===== src/rtl/alu_pkg.sv =====
// Shared opcode constants, FSM state encoding and flag bundle for the execute-stage ALU.
package alu_pkg;

  localparam logic [3:0] ALU_AND  = 4'b0000;
  localparam logic [3:0] ALU_OR   = 4'b0001;
  localparam logic [3:0] ALU_ADD  = 4'b0010;
  localparam logic [3:0] ALU_XOR  = 4'b0011;
  localparam logic [3:0] ALU_NOR  = 4'b0100;
  localparam logic [3:0] ALU_SLTU = 4'b0101;
  localparam logic [3:0] ALU_SUB  = 4'b0110;
  localparam logic [3:0] ALU_SLT  = 4'b0111;
  localparam logic [3:0] ALU_SLL  = 4'b1000;
  localparam logic [3:0] ALU_SRL  = 4'b1001;
  localparam logic [3:0] ALU_SRA  = 4'b1010;
  localparam logic [3:0] ALU_MUL  = 4'b1100;

  typedef enum logic [1:0] {
    ST_IDLE = 2'd0,
    ST_BUSY = 2'd1,
    ST_DONE = 2'd2
  } alu_state_e;

  typedef struct packed {
    logic overflow;
    logic carry;
    logic illegal;
  } alu_flags_t;

endpackage


===== src/rtl/alu_mul_seq.sv =====
// Iterative shift-add unsigned multiplier: one multiplier bit per cycle, DATA_WIDTH cycles.
// The final add is combinational so the product is ready in the cycle done_o is high.
module alu_mul_seq #(
  parameter int DATA_WIDTH = 32
) (
  input  logic                  clk,
  input  logic                  rst,
  input  logic                  start_i,
  input  logic [DATA_WIDTH-1:0] a_i,
  input  logic [DATA_WIDTH-1:0] b_i,
  output logic                  done_o,
  output logic [DATA_WIDTH-1:0] product_o,
  output logic                  high_nz_o
);

  localparam int CNT_W = $clog2(DATA_WIDTH + 1);

  logic [2*DATA_WIDTH-1:0] acc_q, acc_d, mcand_q;
  logic [DATA_WIDTH-1:0]   mplier_q;
  logic [CNT_W-1:0]        count_q;

  always_comb begin
    acc_d     = acc_q + (mplier_q[0] ? mcand_q : '0);
    done_o    = (count_q == CNT_W'(1));
    product_o = acc_d[DATA_WIDTH-1:0];
    high_nz_o = |acc_d[2*DATA_WIDTH-1:DATA_WIDTH];
  end

  // NOTE: sequential state uses non-blocking assignments so every register samples pre-edge values.
  always_ff @(posedge clk) begin
    if (rst) begin
      acc_q    <= '0;
      mcand_q  <= '0;
      mplier_q <= '0;
      count_q  <= '0;
    end else if (start_i) begin
      acc_q    <= '0;
      mcand_q  <= {{DATA_WIDTH{1'b0}}, a_i};
      mplier_q <= b_i;
      count_q  <= CNT_W'(DATA_WIDTH);
    end else if (count_q != '0) begin
      acc_q    <= acc_d;
      mcand_q  <= mcand_q << 1;
      mplier_q <= mplier_q >> 1;
      count_q  <= count_q - CNT_W'(1);
    end
  end

endmodule


===== src/rtl/alu_pipe.sv =====
// Handshaked execute-stage ALU with registered result and flags.
// Define ALU_MUL_EN to build the iterative multiplier for opcode 1100; otherwise it is illegal.
module alu_pipe
  import alu_pkg::*;
#(
  parameter int DATA_WIDTH = 32,
  parameter int SHAMT_W    = $clog2(DATA_WIDTH)
) (
  input  logic                  clk,
  input  logic                  rst,
  input  logic                  in_valid,
  output logic                  in_ready,
  input  logic [DATA_WIDTH-1:0] A,
  input  logic [DATA_WIDTH-1:0] B,
  input  logic [3:0]            ALUop,
  output logic                  out_valid,
  input  logic                  out_ready,
  output logic [DATA_WIDTH-1:0] Result,
  output logic                  Overflow,
  output logic                  CarryOut,
  output logic                  Zero,
  output logic                  Illegal
);

  localparam int MSB = DATA_WIDTH - 1;

  alu_state_e            state_q, state_d;
  logic [DATA_WIDTH:0]   sum_w, diff_w;
  logic                  add_ovf, sub_ovf, accept, is_mul, load_alu;
  logic [SHAMT_W-1:0]    shamt;
  logic [DATA_WIDTH-1:0] alu_res, result_q;
  alu_flags_t            alu_flags, flags_q;
  logic                  zero_q;

  // NOTE: every always_comb output gets a default first, so no path can infer a latch.
  always_comb begin
    sum_w     = {1'b0, A} + {1'b0, B};
    diff_w    = {1'b0, A} - {1'b0, B};
    add_ovf   = (A[MSB] == B[MSB]) && (sum_w[MSB] != A[MSB]);
    sub_ovf   = (A[MSB] != B[MSB]) && (diff_w[MSB] != A[MSB]);
    shamt     = B[SHAMT_W-1:0];
    alu_res   = '0;
    alu_flags = '0;
    case (ALUop)
      ALU_AND:  alu_res = A & B;
      ALU_OR:   alu_res = A | B;
      ALU_XOR:  alu_res = A ^ B;
      ALU_NOR:  alu_res = ~(A | B);
      ALU_ADD: begin
        alu_res            = sum_w[MSB:0];
        alu_flags.overflow = add_ovf;
        alu_flags.carry    = sum_w[DATA_WIDTH];
      end
      ALU_SUB: begin
        alu_res            = diff_w[MSB:0];
        alu_flags.overflow = sub_ovf;
        alu_flags.carry    = diff_w[DATA_WIDTH];
      end
      // Borrow out of A-B is the unsigned less-than; sign XOR overflow is the signed one.
      ALU_SLTU: alu_res = {{(DATA_WIDTH-1){1'b0}}, diff_w[DATA_WIDTH]};
      ALU_SLT:  alu_res = {{(DATA_WIDTH-1){1'b0}}, diff_w[MSB] ^ sub_ovf};
      ALU_SLL:  alu_res = A << shamt;
      ALU_SRL:  alu_res = A >> shamt;
      ALU_SRA:  alu_res = $signed(A) >>> shamt;
`ifdef ALU_MUL_EN
      ALU_MUL:  alu_res = '0;
`endif
      default:  alu_flags.illegal = 1'b1;
    endcase
  end

`ifdef ALU_MUL_EN
  logic                  mul_done, mul_high_nz;
  logic [DATA_WIDTH-1:0] mul_prod;

  assign is_mul = (ALUop == ALU_MUL);

  alu_mul_seq #(.DATA_WIDTH(DATA_WIDTH)) u_mul (
    .clk       (clk),
    .rst       (rst),
    .start_i   (accept && is_mul),
    .a_i       (A),
    .b_i       (B),
    .done_o    (mul_done),
    .product_o (mul_prod),
    .high_nz_o (mul_high_nz)
  );
`else
  assign is_mul = 1'b0;
`endif

  always_ff @(posedge clk) begin
    if (rst) state_q <= ST_IDLE;
    else     state_q <= state_d;
  end

  always_comb begin
    state_d = state_q;
    case (state_q)
      ST_IDLE: if (in_valid) state_d = is_mul ? ST_BUSY : ST_DONE;
      ST_DONE: begin
        if (out_ready) begin
          if (in_valid) state_d = is_mul ? ST_BUSY : ST_DONE;
          else          state_d = ST_IDLE;
        end
      end
`ifdef ALU_MUL_EN
      ST_BUSY: if (mul_done) state_d = ST_DONE;
`endif
      default: state_d = ST_IDLE;
    endcase
  end

  always_comb begin
    in_ready  = (state_q == ST_IDLE) || ((state_q == ST_DONE) && out_ready);
    out_valid = (state_q == ST_DONE);
    accept    = in_valid && in_ready;
    load_alu  = accept && !is_mul;
  end

  always_ff @(posedge clk) begin
    if (rst) begin
      result_q <= '0;
      flags_q  <= '0;
      zero_q   <= 1'b0;
    end else if (load_alu) begin
      result_q <= alu_res;
      flags_q  <= alu_flags;
      zero_q   <= (alu_res == '0);
    end
`ifdef ALU_MUL_EN
    else if ((state_q == ST_BUSY) && mul_done) begin
      result_q <= mul_prod;
      flags_q  <= '{overflow: mul_high_nz, carry: 1'b0, illegal: 1'b0};
      zero_q   <= (mul_prod == '0);
    end
`endif
  end

  assign Result   = result_q;
  assign Overflow = flags_q.overflow;
  assign CarryOut = flags_q.carry;
  assign Illegal  = flags_q.illegal;
  assign Zero     = zero_q;

endmodule


===== config.mk =====
export PLATFORM = sky130hd
export DESIGN_NAME = alu_pipe
export DESIGN_NICKNAME = d
export VERILOG_FILES = /design/src/rtl/alu_pkg.sv /design/src/rtl/alu_mul_seq.sv /design/src/rtl/alu_pipe.sv
export SDC_FILE = /design/constraint.sdc
export NUM_CORES = 1
export LEC_CHECK = 0
export ABC_CLOCK_PERIOD_IN_PS = 8600
export CAP_MARGIN = 30
export CORE_MARGIN = 2
export CORE_UTILIZATION = 50
export DETAILED_ROUTE_END_ITERATION = 7
export DONT_BUFFER_PORTS = 1
export PLACE_DENSITY = 0.61
export SETUP_SLACK_MARGIN = 0.4
export SLEW_MARGIN = 20
export SYNTH_ARGS = -nofsm -noshare
export SYNTH_HDL_FRONTEND = slang
export SYNTH_SLANG_ARGS = --single-unit

===== constraint.sdc =====
create_clock -name clk -period 8.6 [get_ports clk]
set_clock_uncertainty 0.05 [all_clocks]
set_input_delay 1.29 -clock clk [delete_from_list [all_inputs] [get_ports clk]]
set_output_delay 1.29 -clock clk [all_outputs]
set_load 0.02 [all_outputs]

---- Word level (Yosys, flattened, before mapping) ----
Index checks and enable logic that the tools add are counted.
word-level totals
  register bits ........................... 38
  bits in latches ......................... 0
  bits in writable memories ............... 0
  memory bits (read-only) ................. 0
  output and inout bits ................... 38
  word-level logic and storage cells ...... 50
  memories kept ........................... 0
operators by class
  add/subtract/negate cells ............... 2
  multipliers ............................. 0
  div/mod/pow operators ................... 0
  order comparisons ....................... 0
  equal/unequal tests ..................... 17
  shift operators ......................... 3
  mux-type cells .......................... 7
  bitwise gates (word level) .............. 5
  reduce and logical (&&, ||, !) cells .... 10
operator list
  kind                                                             count
  32-bit case mux with 11 select lines                             1
  32-bit by 32-bit adder with 33-bit output                        1
  32-bit by 32-bit subtractor with 33-bit output                   1
  32-bit bitwise AND                                               1
  32-bit logical NOT                                               1
  32-bit NOT                                                       1
  32-bit OR                                                        1
  32-bit by 5-bit left shift with 32-bit output                    1
  32-bit by 5-bit right shift with 32-bit output                   1
  32-bit by 5-bit >>> shifter with 32-bit output                   1
  32-bit XOR                                                       1
  4-bit by 3-bit == test with 1-bit output, second input constant  4
  4-bit == test, second input constant                             3
  11-bit OR reduction                                              1
  4-bit by 2-bit == test with 1-bit output, second input constant  2
  2-bit case mux with 2 select lines                               2
  2-bit 2-to-1 mux                                                 3
  4-bit by 1-bit == test with 1-bit output, second input constant  1
  1-bit logical AND                                                4
  4-bit logical NOT                                                1
  1-bit != test                                                    3
  2-bit == test, second input constant                             1
  2-bit logical NOT                                                1
  2-bit by 1-bit != test with 1-bit output, second input constant  1
  6 further kinds                                                  6

---- Logic depth before layout (Yosys ltp) ----
Gate-level depths: netlist of the first run.
  depth in word-level cells ............... 6
  mapped depth ............................ 28

---- Least setup slack after synthesis of the first run ----
No wires, ideal clock.
  path type ............................... input to register
  from .................................... input port B[2]
  to ...................................... register zero_q, in the netlist Zero
  data arrival time ....................... 6,377 ps
  required time ........................... 8,491 ps
  path slack .............................. 2,113 ps
  stages .................................. 27
  buffers on the path ..................... 4
  cells stage by stage .................... inv_2 > buf_2 > buf_1 > buf_1 > ha_1 > clkbuf_1 > a221oi_2 > o211ai_1 > and3_1 > o31ai_1 > a211oi_1 > o21ai_0 > a21oi_1 > o21bai_1 > a21oi_1 > fa_1 > and3_1 > a21oi_1 > a21oi_1 > nor2_1 > o22a_1 > o221ai_1 > a211oi_1 > and4_1 > nand4_1 > nor4_1 > a41o_1
on the way
  word-level cells in the longest chain between the ends .. 6
  elaborated cells between the ends (all ways) .. 14
ends and longest elaborated chain
  item                                            line             source
  from (decl)                                     alu_pipe.sv:14   input logic [DATA_WIDTH-1:0] B,
  32-bit by 32-bit subtractor with 33-bit output  alu_pipe.sv:38   diff_w = {1'b0, A} - {1'b0, B};
  1-bit != test                                   alu_pipe.sv:40   sub_ovf = (A[MSB] != B[MSB]) && (diff_w[MSB] != A[MSB]);
  1-bit logical AND                               alu_pipe.sv:40
  1-bit XOR                                       alu_pipe.sv:61   ALU_SLT: alu_res = {{(DATA_WIDTH-1){1'b0}}, diff_w[MSB] ^ sub_ovf};
  32-bit case mux with 11 select lines (*)        alu_pipe.sv:44   case (ALUop)
  32-bit logical NOT (*)                          alu_pipe.sv:129  zero_q <= (alu_res == '0);
  to (signal assigned)                            alu_pipe.sv:129
  to (decl)                                       alu_pipe.sv:33   logic zero_q;
Every way passes the cells marked *; elsewhere a longest branch is shown, timed or not.
A chain may end at the register's enable or synchronous reset.

---- Final worst setup path of the first run ----
  from .................................... input port B[1]
  to ...................................... register zero_q, in the netlist Zero
The elaborated chain is that of the path after synthesis.

==> metrics, run 1 <==
class of the most critical setup path=primary input to flip-flop; CTS-repair resized insts=0; total DRC errors in the routed layout=0; layout-stage area growth over the synthesis result=2.667%; Routed WL=55.60 mm; antenna violations before repair=1; overall via count from detail_route=13609; mapped cell area=11120 sq um; Sum Neg Setup Slack=0 ns; delay of the slowest cell on the worst path=0.55 ns; smallest hold slack=0.5108 ns; arrival time worst endpoint=6.64 ns; clock edge transition at the registers on the reported setup and hold paths=0.06 ns; clock tree from TritonCTS=done; proportion of netlist area held by the largest area contributor=11.59%; Syn Nets=1776; number of buffers inserted during clock tree synthesis=5; final period utilization=75.14%; worst rel slew slack=32.30%; class of the worst hold path=flip-flop to flip-flop; startpoint type of the worst setup path=primary input; die height=153.1 um; synthesized area per cell=6.959 sq um; Via density=7.594; num ports=110; global placement routability congestion=1.083; die footprint=23450 sq um; total count of hold-check failures in the final report=0; cell mode on critical path=sky130_fd_sc_hd__a21oi_1; total of max-cap violations=0; number of standard cells after synthesis=1598; iteration-0 DRC count of the detailed router=1953; crit path max-delay cell type=sky130_fd_sc_hd__o31ai_1; HPWL reported at the end of detailed placement=42.68 mm; number of distinct library cell variants in the gate-level netlist after synthesis=89; primary flip-flop cell chosen by synthesis mapping=sky130_fd_sc_hd__dfxtp_1; Worst-Skew Late Latency=0.29 ns; Static Leakage=4.507 nW; DR WL/cell=31.03 um; CP endpoint kind=flip-flop; pin count of the biggest net entering global routing=75; post-synthesis cell type with the largest combined area=sky130_fd_sc_hd__ha_1; number of synthesized register bits=37; Final WS setup=2.138 ns; fraction of power spent switching nets=48.26%; Slew @ Worst Pin=1.009 ns; number of nets in the layout=1689; utilization of the core after routing=52.32%; power density relative to cell area=100.4 nW/um^2; async set-reset flop share out of synthesis=0%; Achievable Freq=0.1548 GHz; CTS max path bufs=2; clock network fraction of total power=21.7%; switching component of the power=0.5535 mW; setup repair after global routing missed its margin=false; port buffer count=0; final critical path time including I/O delays and setup=6.462 ns; total routing resource utilization after global routing=45.55%; Internal Power=0.5933 mW; wire length of the first global-routing pass=81.81 mm; final max-slew violation count=0; Worst Hold Launch=Result[26]$_SDFFE_PP0P_; leading cell types by total area after synthesis=sky130_fd_sc_hd__ha_1 12%, sky130_fd_sc_hd__mux4_2 8.5%, sky130_fd_sc_hd__dfxtp_1 6.7%; worst voltage drop across the vdd grid=0.00007925 V; CP startpoint=B[1]; layout cell share with drive strength beyond 1=8.135%; post-CTS setup buffer count=0; global-route congestion overflow total=0; starting density of the core=50.96%; number of enable flip-flop cells after synthesis=0; pre-CTS setup slack=2.097 ns; number of filler instances in the final layout=2272; Buf/Inv on CP=2; Die X-Extent=153.1 um; count of nets left with antenna violations after detail routing=0; H-tree Lvls=2; Initial DRT Pass Iterations=6; post-synthesis sequential area ratio=6.661%; largest delay contributor family on the critical path=compound AO/OA/AOI/OAI gates; number of antenna cells inserted=0; result of the run=finished, final reports clean; YS warnings=0; Sinks on Clock Net=37; root cell of the clock tree=sky130_fd_sc_hd__clkbuf_16; number of global-route vias before repair=12512; CORE AREA=21820 sq um; setup violation total in the final timing report=0; num rows=54; portion of total power attributed to sequential cells=18.8%; number of hold buffers added after cts=0; Crit Reg-Reg Startpoint=state_q[1]$_SDFFE_PP0P_; Critical Path Fanout Max=74; worst endpoint required time=8.78 ns; part of the total power dissipated in combinational logic=59.6%
[worst min-delay path, stage by stage, from the launching register on]
cell and delay, ns:
sky130_fd_sc_hd__dfxtp_1 0.38, sky130_fd_sc_hd__nand2_1 0.09, sky130_fd_sc_hd__a21oi_1 0.05
[routing by layer]
layer	share of wire, %	GRT usage [%]
met2	42	67.69
met1	38	60.01
met3	13	13.04
met4	6.5	23.41
met5	0.020	0
[layout make-up]
type	count	area, sq um	area share (%)
multi-input cells	1338	9548	83.63
flip-flops and latches	37	740.7	6.488
inverters	104	390.4	3.419
well taps	280	350.3	3.068
repair buffers	25	193.9	1.699
clock buffers	5	125.1	1.096
clock inverters	3	68.82	0.6027
[through the flow]
step	total power [mW]	instance area (sq um)	instances
floorplan	0.6919	11120	1598
global placement	0.8610	11170	1778
detailed placement	0.8608	11190	1781
CTS	1.109	11380	1789
global route	1.188	11420	1792
finish	1.147	11420	1792
[placed cells by master, fill, tap and decap left out, drive strengths merged, types with 13 or more instances in the layout]
| cell | netlist | layout |
|---|---|---|
| a211oi | 52 | 52 |
| a31oi | 15 | 15 |
| o22ai | 14 | 14 |
| a21oi | 129 | 129 |
| mux2 | 20 | 20 |
| a22oi | 16 | 16 |
| a221oi | 14 | 14 |
| nand2 | 145 | 145 |
| nor2 | 177 | 177 |
| a221o | 13 | 13 |
| nor3 | 51 | 51 |
| nor2b | 18 | 18 |
| buf | 37 | 23 |
| o211ai | 37 | 37 |
| and3 | 20 | 20 |
| mux4 | 42 | 42 |
| o21ai | 102 | 102 |
| dfxtp | 37 | 37 |
| nand4 | 17 | 17 |
| nor4 | 17 | 17 |
| o21a | 14 | 14 |
| o31ai | 13 | 13 |
| inv | 103 | 104 |
| nand2b | 24 | 24 |
| ha | 103 | 103 |
| mux2i | 39 | 39 |
| nand3 | 40 | 40 |
[cells by family after synthesis]
family          after synthesis  share of synthesized area (%)
fa+ha+maj                   106                          12.13
buf+inv                     223                          7.977
compound gates              546                          33.51
mux                         101                          14.08
flops                        37                          6.661
xor+xnor                     11                         0.8663
simple gates                574                          24.79
[cell usage after synthesis, drive strengths merged, types with 18 or more instances]
library cell / instances
nor2: 177
nand2: 145
a21oi: 129
ha: 103
inv: 103
o21ai: 102
clkbuf: 82
a211oi: 52
nor3: 51
mux4: 42
nand3: 40
mux2i: 39
buf: 37
dfxtp: 37
o211ai: 37
nand2b: 24
and3: 20
mux2: 20
nor2b: 18
[worst paths after layout]
path | to | slack [ns] | cells past startpoint
min | Result[26]$_SDFFE_PP0P_ | 0.51 | 2
max reg2reg | Zero$_SDFFE_PP0P_ | 5.10 | 12
min reg2reg | Result[26]$_SDFFE_PP0P_ | 0.51 | 2
max | Zero$_SDFFE_PP0P_ | 2.14 | 25
[power groups by stage]
stage | registers, mW | clock network, mW | logic [mW]
after floorplan | 0.215 | 0 | 0.477
after global placement | 0.219 | 0 | 0.642
after detailed placement | 0.219 | 0 | 0.642
after CTS | 0.215 | 0.249 | 0.645
after global routing | 0.217 | 0.254 | 0.716
final | 0.215 | 0.249 | 0.683
[registers in the layout, indices dropped and copies added (netlist names)]
signal	cells
Zero	1
CarryOut	1
Overflow	1
state_q	1
Result	32
Illegal	1
Power figures use the tool's default switching activity.
==> run 2, diff against run 1 <==
--- a/config.mk
+++ b/config.mk
@@ -5,7 +5,7 @@
 export SDC_FILE = /design/constraint.sdc
 export NUM_CORES = 1
 export LEC_CHECK = 0
-export ABC_CLOCK_PERIOD_IN_PS = 8600
+export ABC_CLOCK_PERIOD_IN_PS = 6100
 export CAP_MARGIN = 30
 export CORE_MARGIN = 2
 export CORE_UTILIZATION = 50
==> constraint.sdc (replaced) <==
create_clock -name clk -period 6.1 [get_ports clk]
set_clock_uncertainty 0.05 [all_clocks]
set_input_delay 0.915 -clock clk [delete_from_list [all_inputs] [get_ports clk]]
set_output_delay 0.915 -clock clk [all_outputs]
set_load 0.02 [all_outputs]
==> run 2 against run 1 <==
Final area up 1.6%. Setup slack got worse by 1.6 ns. Register-to-register slack got worse by 2.7 ns. Routed wire length shrank 1.1%. Final cell count is 1.2% higher. Core utilization grew 0.84 points. Via count shrank 0.20%. Critical path type unchanged.
==> metrics, run 2 (synthesized netlist as in run 1, its figures left out) <==
result of the run=finished, final reports clean; CORE AREA=21820 sq um (unchanged); Worst-Skew Late Latency=0.30 ns (about the same); number of antenna cells inserted=0 (unchanged); CP endpoint kind=flip-flop; H-tree Lvls=2 (unchanged); total routing resource utilization after global routing=45.02% (-0.52 points); root cell of the clock tree=sky130_fd_sc_hd__clkbuf_16; iteration-0 DRC count of the detailed router=2255 (+15%); worst endpoint required time=6.29 ns (-2.49 ns); number of buffers inserted during clock tree synthesis=5 (unchanged); Sum Neg Setup Slack=0 ns (unchanged); Initial DRT Pass Iterations=7 (+1); Slew @ Worst Pin=1.027 ns (+0.01739 ns); total count of hold-check failures in the final report=0 (unchanged); count of nets left with antenna violations after detail routing=0 (unchanged); die height=153.1 um (unchanged); number of global-route vias before repair=12317 (-1.6%); utilization of the core after routing=53.16% (+0.84 points); total DRC errors in the routed layout=0 (unchanged); class of the most critical setup path=primary input to flip-flop; overall via count from detail_route=13582 (-0.20%); layout cell share with drive strength beyond 1=9.778% (+1.6 points); Static Leakage=4.625 nW (+2.6%); die footprint=23450 sq um (unchanged); Routed WL=54.99 mm (-1.1%); post-CTS setup buffer count=0 (unchanged); Via density=7.487 (-1.4%); num rows=54 (unchanged); DR WL/cell=30.31 um (-2.3%); port buffer count=0 (unchanged); power density relative to cell area=138.4 nW/um^2 (+38%); final period utilization=90.62%; pin count of the biggest net entering global routing=75 (unchanged); Sinks on Clock Net=37 (unchanged); clock edge transition at the registers on the reported setup and hold paths=0.06 ns (about the same); total of max-cap violations=0 (unchanged); HPWL reported at the end of detailed placement=42.59 mm (-0.21%); most common cell after layout, fill and taps aside=sky130_fd_sc_hd__nor2_1; Achievable Freq=0.1809 GHz; final critical path time including I/O delays and setup=5.528 ns; class of the worst hold path=flip-flop to flip-flop; setup repair after global routing missed its margin=false; arrival time worst endpoint=5.72 ns (-0.92 ns); clock tree from TritonCTS=done; worst rel slew slack=31.02% (-1.3 points); global placement routability congestion=1.101 (+1.7%); Critical Path Fanout Max=74 (unchanged); global-route congestion overflow total=0 (unchanged); setup violation total in the final timing report=0 (unchanged); num ports=110 (unchanged); setup slack, reg-to-reg=2.37 ns (-2.73 ns); CTS max path bufs=2 (unchanged); wire length of the first global-routing pass=80.72 mm (-1.3%); antenna violations before repair=0 (-1); Die X-Extent=153.1 um (unchanged); layout-stage area growth over the synthesis result=4.320%; number of nets in the layout=1711 (+1.3%); leading cell types in the layout, fill and taps excluded=177 x sky130_fd_sc_hd__nor2_1, 145 x sky130_fd_sc_hd__nand2_1, 128 x sky130_fd_sc_hd__a21oi_1, 103 x sky130_fd_sc_hd__ha_1, 101 x sky130_fd_sc_hd__inv_1; Largest register FFs=32 (unchanged); starting density of the core=50.96% (unchanged); startpoint type of the worst setup path=primary input; final max-slew violation count=0 (unchanged); worst voltage drop across the vdd grid=0.0001035 V (+31%)
-- run 2: metrics by stage --
stage / worst slack [ns] / power, mW / instance area, sq um / hold WS [ns] / instances
6_report: 0.5723 / 1.606 / 11600 / 0.4957 / 1814
2_1_floorplan: 0.4105 / 0.9768 / 11140 / 0.4802 / 1598
5_1_grt: 0.3847 / 1.668 / 11600 / 0.5258 / 1814
4_1_cts: 0.4794 / 1.549 / 11520 / 0.4994 / 1809
3_5_place_dp: 0.1942 / 1.227 / 11340 / 0.4909 / 1801
3_3_place_gp: 0.3627 / 1.227 / 11330 / 0.4880 / 1800
-- run 2: power breakdown --
group          internal, mW  switching, mW  leakage [nW]
logic                 0.353          0.628          4.24
clock network         0.204          0.118        0.0831
registers             0.263         0.0394         0.306
total                 0.821          0.785          4.62
-- run 2: area by class of cell --
type                       count  area, sq um
multi-input combinational   1338         9579
fill                        2232        10220
timing repair buffer          47        364.1
sequential                    37        740.7
clock buffer                   6        138.9
clock inverter                 2        37.54
tap                          280        350.3
inverter                     104        390.4
-- run 2: path summary, 6_finish.rpt --
| path | from | end | cells past startpoint |
|---|---|---|---|
| max | B[1] | Zero$_SDFFE_PP0P_ | 24 |
| min | Result[26]$_SDFFE_PP0P_ | Result[26]$_SDFFE_PP0P_ | 2 |
| max reg2reg | state_q[1]$_SDFFE_PP0P_ | Zero$_SDFFE_PP0P_ | 11 |
| min reg2reg | Result[26]$_SDFFE_PP0P_ | Result[26]$_SDFFE_PP0P_ | 2 |
-- run 2: routing by layer --
metal	up-vias	GRT usage, %	share of wire (%)
li1	5886	-	-
met2	1090	65.69	41
met3	226	11.74	13
met5	-	0	0
met1	6380	59.49	38
met4	0	27.07	7.3
-- run 2: worst max-delay path, cell delays in order --
cell and delay [ns]:
sky130_fd_sc_hd__inv_1 0.05, sky130_fd_sc_hd__ha_1 0.32, sky130_fd_sc_hd__or2_1 0.27, sky130_fd_sc_hd__a221oi_2 0.34
sky130_fd_sc_hd__o211ai_1 0.15, sky130_fd_sc_hd__and3_2 0.30, sky130_fd_sc_hd__o31ai_4 0.29, sky130_fd_sc_hd__a211oi_2 0.15
sky130_fd_sc_hd__o21ai_1 0.19, sky130_fd_sc_hd__a21oi_1 0.09, sky130_fd_sc_hd__o21bai_1 0.15, sky130_fd_sc_hd__a21oi_1 0.10
sky130_fd_sc_hd__fa_1 0.43, sky130_fd_sc_hd__and3_1 0.16, sky130_fd_sc_hd__a21oi_1 0.10, sky130_fd_sc_hd__a21oi_1 0.08
sky130_fd_sc_hd__nor2_1 0.11, sky130_fd_sc_hd__o22a_1 0.16, sky130_fd_sc_hd__o221ai_2 0.16, sky130_fd_sc_hd__a211oi_2 0.23
sky130_fd_sc_hd__and4_1 0.21, sky130_fd_sc_hd__nand4_1 0.21, sky130_fd_sc_hd__nor4_2 0.34, sky130_fd_sc_hd__a41o_1 0.19
-- run 2: timing repair --
item,CTS,global route
setup endpoints to repair,0,1
hold buffers,0,0
gates resized for setup,0,8
